--- src/rtl/mul_seq_ctrl.sv ---
// mul_seq_ctrl: iterative shift-add sequencer for MUL/MULH/MULHU, stalling the CPU while it computes
module mul_seq_ctrl #(
   parameter int XLEN           = 32,
   parameter int BITS_PER_CYCLE = 1
) (
   input  logic            clk,
   input  logic            rst_n,
   input  logic            start,
   input  logic            mulh,
   input  logic            u,
   input  logic [XLEN-1:0] rs1_val,
   input  logic [XLEN-1:0] rs2_val,
   input  logic            flush,
   output logic            stall,
   output logic            valid,
   output logic [XLEN-1:0] result
);
   localparam int N  = XLEN / BITS_PER_CYCLE;
   localparam int CW = (N > 1) ? $clog2(N) : 1;
   localparam logic [1:0] IDLE = 2'd0;
   localparam logic [1:0] CALC = 2'd1;
   localparam logic [1:0] FIX  = 2'd2;
   localparam logic [1:0] DONE = 2'd3;

   logic [1:0]        state;
   logic [CW-1:0]     cnt;
   logic [2*XLEN-1:0] prod, mcand, prod_add, prod_fix;
   logic [XLEN-1:0]   mplier, abs1, abs2;
   logic              neg, low, sgn_op;

   // MULH works on magnitudes and re-applies the sign in FIX; u takes priority over mulh
   assign sgn_op   = mulh & ~u;
   assign abs1     = rs1_val[XLEN-1] ? -rs1_val : rs1_val;
   assign abs2     = rs2_val[XLEN-1] ? -rs2_val : rs2_val;
   assign prod_fix = neg ? -prod : prod;
   assign valid    = state == DONE;
   assign stall    = rst_n & ~flush & ((state == IDLE & start) | state == CALC | state == FIX);

   always_comb begin
      prod_add = prod;
      for (int k = 0; k < BITS_PER_CYCLE; k++)
         prod_add = prod_add + (mplier[k] ? mcand << k : '0);
   end

   always_ff @(posedge clk or negedge rst_n) begin
      if (!rst_n) begin
         state  <= IDLE;
         cnt    <= '0;
         prod   <= '0;
         mcand  <= '0;
         mplier <= '0;
         neg    <= 1'b0;
         low    <= 1'b0;
         result <= '0;
      end else if (flush) begin
         state <= IDLE;
      end else begin
         case (state)
            IDLE: if (start) begin
               low    <= ~mulh & ~u;
               neg    <= sgn_op & (rs1_val[XLEN-1] ^ rs2_val[XLEN-1]);
               mcand  <= {{XLEN{1'b0}}, sgn_op ? abs1 : rs1_val};
               mplier <= sgn_op ? abs2 : rs2_val;
               prod   <= '0;
               cnt    <= '0;
               state  <= CALC;
            end
            CALC: begin
               prod   <= prod_add;
               mcand  <= mcand << BITS_PER_CYCLE;
               mplier <= mplier >> BITS_PER_CYCLE;
               cnt    <= cnt + 1'b1;
               state  <= (cnt == CW'(N - 1)) ? FIX : CALC;
            end
            FIX: begin
               prod   <= prod_fix;
               result <= low ? prod_fix[XLEN-1:0] : prod_fix[2*XLEN-1:XLEN];
               state  <= DONE;
            end
            default: state <= IDLE;
         endcase
      end
   end
endmodule

--- config.mk ---
export PLATFORM = sky130hd
export DESIGN_NAME = mul_seq_ctrl
export DESIGN_NICKNAME = d
export VERILOG_FILES = /design/src/rtl/mul_seq_ctrl.sv
export SDC_FILE = /design/constraint.sdc
export NUM_CORES = 1
export LEC_CHECK = 0
export CORE_MARGIN = 2
export CORE_UTILIZATION = 59
export CTS_CLUSTER_SIZE = 12
export DETAILED_ROUTE_END_ITERATION = 16
export PLACE_DENSITY = 0.86
export SYNTH_ARGS = -nofsm -noshare
export SYNTH_HDL_FRONTEND = slang
export SYNTH_SLANG_ARGS = --single-unit
--- constraint.sdc ---
create_clock -name clk -period 5.05 [get_ports clk]
set_input_delay 1.01 -clock clk [delete_from_list [all_inputs] [get_ports clk]]
set_output_delay 1.01 -clock clk [all_outputs]
set_load 0.005 [all_outputs]
==> impl_results.md <==
* Number of post-CTS setup repair buffers at 0
* FF/Latch Area at 5030 µm²
* Total nets after synthesis at between 2000 and 2500
* Type of the worst min-delay path: in2async
* CP Data Required Time at roughly 5.5 ns
* Layout Cells excl Fill at approximately 2400
* Compound-gate portion of the synthesized area at 0.250
* Total setup violations reported at the end of the flow at 0
* Net switching power figure at about 1.7 mW
* PostCTS Resize Cnt at 0
* Largest buffer count on any clock path at 3
* Startpoint type of the worst setup path: flop
* Dominant cells by area after synthesis: dfrtp_1 (32%), nand2_1 (7.9%), o21ai_0 (7.2%), a21oi_1 (6.3%), ha_1 (5.7%)
* Worst slack at placement at 0.870 ns
* Hold Buf Count CTS at 0
* Endpoint class of the critical path: flop
* Number of global-route vias before repair at approximately 14000
* Worst IR drop on VDD at around 0.24 mV
* List of most frequent post-synthesis cells: nand2_1 (336), o21ai_0 (230), dfrtp_1 (201)
* DRC violation count after routing at 0
* Via total after detailed routing at 15600
* Cell Rows at 60
* Net total in the final layout at 2218
* Run status: finished clean
* Maximum number of pins on one net before global-route repair at 118
* Async S/R FF share, synth at 1.00
* Clk network pwr share at 0.368
* CP startpoint: mplier[0]$_DFFE_PN0P_
* Max-slew headroom at the worst pin at 0.268
* Overall power at 4.99 mW
* Top-level port count at 104
* Layout Skew at 0.0303 ns
* Total power per unit cell area at 279 nW/µm²
* Flip-flop and latch count after synthesis at ~200
* Number of maximum-capacitance violations at 0
* Share of total power in sequential cells at 0.386
* Buffer type at the clock tree root: clkbuf_16
* Placeable Area at between 20000 and 30000 µm²
* Global-route wire length before repair at 75900 µm
* Synthesized-area fraction occupied by adder cells at 0.0580
* RSZ-0062 raised after global routing: false
* Final count of hold timing violations at 0
* Data arrival time at the worst-slack endpoint at 4.49 ns
* Post-Syn Area at 15900 µm²
* WS Path Type: reg2reg
* Port Buffers at 103
* Last weighted congestion value of the routability-driven placer at approximately 1.0
* Largest family of logic cells by synthesized area: compound AO/OA/AOI/OAI gates
* CTS Sinks at 201
* Biggest fanout along the worst timing path at 10
* Clock tree from TritonCTS: built
* Num CTS Buffers at 24
* Clock Latency Late Sink at between 0.5 and 0.6 ns
* Number of antenna cells inserted at 0
* Fraction of synthesized area in multiplexers at 0.00717
* Total Routing Usage GR at 0.332
* Count of mapped cells out of synthesis at ~2100
* Synth top area share at 0.317
* Number of synthesis warnings at 0
* Die extent in y at 168 µm
* Starting utilization of the core area at 0.594
* Sum Neg Setup Slack at 0 ns
* Final worst setup slack at 1.04 ns
* Horizontal die dimension at 168 µm
* Post-synthesis cell type count at a little over 70
* Source of the worst register-to-register timing path: mplier[0]$_DFFE_PN0P_
* Area share of and/or/nand/nor cells after synthesis at 0.237
* Share of the synthesized netlist area taken by xor and xnor gates at 0.0915
* Layout overhead on the synthesized area at 12.5%
* Die area at 28300 µm²
* Count of antenna-violating nets left after detailed routing at 0
* Sum of routed wire length over all layers at 47800 µm
* Pin slew with the least headroom to its limit at 1.10 ns
* Number of enable flip-flop cells after synthesis at 0
* Power share of the combinational group at 0.246
* Placed cell count at 2390
* Multi-input combinational cell area at 10300 µm²
* DR iter-0 viols at about 1700
* Mean instance size in the synthesized netlist at 7.71 µm²
* Total overflow reported by the global router at 0
* Most area-hungry cell type in the Yosys netlist: dfrtp_1
* Final slew viol count at 0
* Post-route minimum period at 4.01 ns
* Most used flip-flop cell after synthesis: dfrtp_1
* WL per Instance at 19.6 µm
* Filler Cells Inserted at 2315
* Sw Ratio at 0.339
* Clock transition at the registers of the reported paths at 0.06 ns
* Drt via density at about 6.4
* CTS H-tree lvls at 1
* Seq/Total Area, Yosys at 0.317
* Library cell with the highest instance count after synthesis: nand2_1
* Leak Pwr at 7.88 nW
* Internal portion of total power at 3.30 mW
* Count of TritonRoute iterations in the first routing pass at 8
* DP HPWL at ~35000 µm
* Fraction of layout instances using a drive strength above 1 at 0.0483
* Antenna violations before repair at 0
* Achievable Freq at 249 MHz
* Fraction of the cycle the final worst path needs at 0.794
[path summary, 6_finish.rpt]
path / slack [ns] / cells after the start / to
max: 1.04 / 14 / prod[59]$_DFFE_PN0P_
min: 0.46 / 1 / result[17]$_DFFE_PN0P_
max reg2reg: 1.04 / 14 / prod[59]$_DFFE_PN0P_
min reg2reg: 0.46 / 2 / result[30]$_DFFE_PN0P_
max in group asynchronous: 3.03 / 2 / neg$_DFFE_PN0P_
min in group clk: 0.46 / 2 / result[30]$_DFFE_PN0P_
[layout by cell type (no fill, tap or decap), types with 7 or more instances in the layout]
cell / instances
nand2_1: 336
o21ai_0: 230
a21oi_1: 200
dfrtp_1: 200
nor2_1: 128
clkdlybuf4s50_1: 102
xor2_1: 91
xnor2_1: 75
ha_1: 71
and2_1: 70
nand3_1: 55
a21o_1: 39
nor3_1: 38
inv_1: 35
nand4_1: 34
o221ai_1: 28
o31ai_1: 25
clkbuf_16: 24
or3_1: 23
buf_4: 17
o41ai_1: 15
nor4_1: 14
or4_1: 14
o21bai_1: 13
a22oi_1: 13
nor2b_1: 12
and3_1: 11
or2_2: 10
a31oi_1: 10
o21a_1: 10
nand3b_1: 9
clkbuf_8: 9
a211oi_1: 8
mux2i_1: 8
a21boi_0: 7
o22ai_1: 7
nand2b_1: 7
clkinv_2: 7
[state kept, by name (all words and copies together) (netlist names)]
name / count
cnt: 5
low: 1
mcand: 64
mplier: 32
neg: 1
prod: 64
result: 32
state: 2
[metrics by stage]
step | utilization | cell area, µm² | hold slack (ns)
after floorplan | - | 15900 | 0.450
after global placement | 0.637 | 17000 | 0.452
after detailed placement | 0.637 | 17000 | 0.462
after CTS | 0.668 | 17900 | 0.467
after global routing | 0.668 | 17900 | 0.489
final | 0.668 | 17900 | 0.459
[power groups by stage]
stage                     Clock (mW)  Sequential [mW]  Combinational (mW)
final                           1.84             1.93                1.23
after global routing            1.91             1.95                1.36
after CTS                       1.84             1.92                1.21
after detailed placement           0             1.95                1.20
after global placement             0             1.94                1.17
after floorplan                    0             1.88               0.851
[cell type report]
| class | instances | share of cell area |
|---|---|---|
| clock inverters | 11 | 0.00665 |
| inverters | 35 | 0.00735 |
| well taps | 341 | 0.0239 |
| flip-flops and latches | 201 | 0.282 |
| multi-input cells | 1692 | 0.574 |
| clock buffers | 33 | 0.0400 |
| repair buffers | 121 | 0.0662 |
[metal layers]
layer  vias to the layer above  track usage  wire, µm
li1                       7415            -         -
met1                      7306        0.471     20600
met3                       107       0.0440      4470
met4                         0        0.122      1670
met5                         -            0         0
met2                       746        0.521     21000
[cell families (layout without fill, tap and decap cells)]
family	Yosys count	in the layout
buf+inv	168	200
simple gates	789	789
xor+xnor	166	166
fa+ha+maj	73	73
compound gates	653	653
flops	201	201
mux	11	11
[worst max-delay path: stages, from the launching register on]
cell and delay, ns:
dfrtp_1 0.45, nand2_1 0.21, inv_1 0.07, ha_1 0.28, a21o_1 0.13, nand4_1 0.13, a21boi_0 0.45, a311oi_1 0.23
o21ai_1 0.49, a22oi_1 0.24, o21ai_0 0.44, a21boi_0 0.18, buf_4 0.18, or4_1 0.40, nand3_1 0.09
Power figures use the tool's default switching activity.
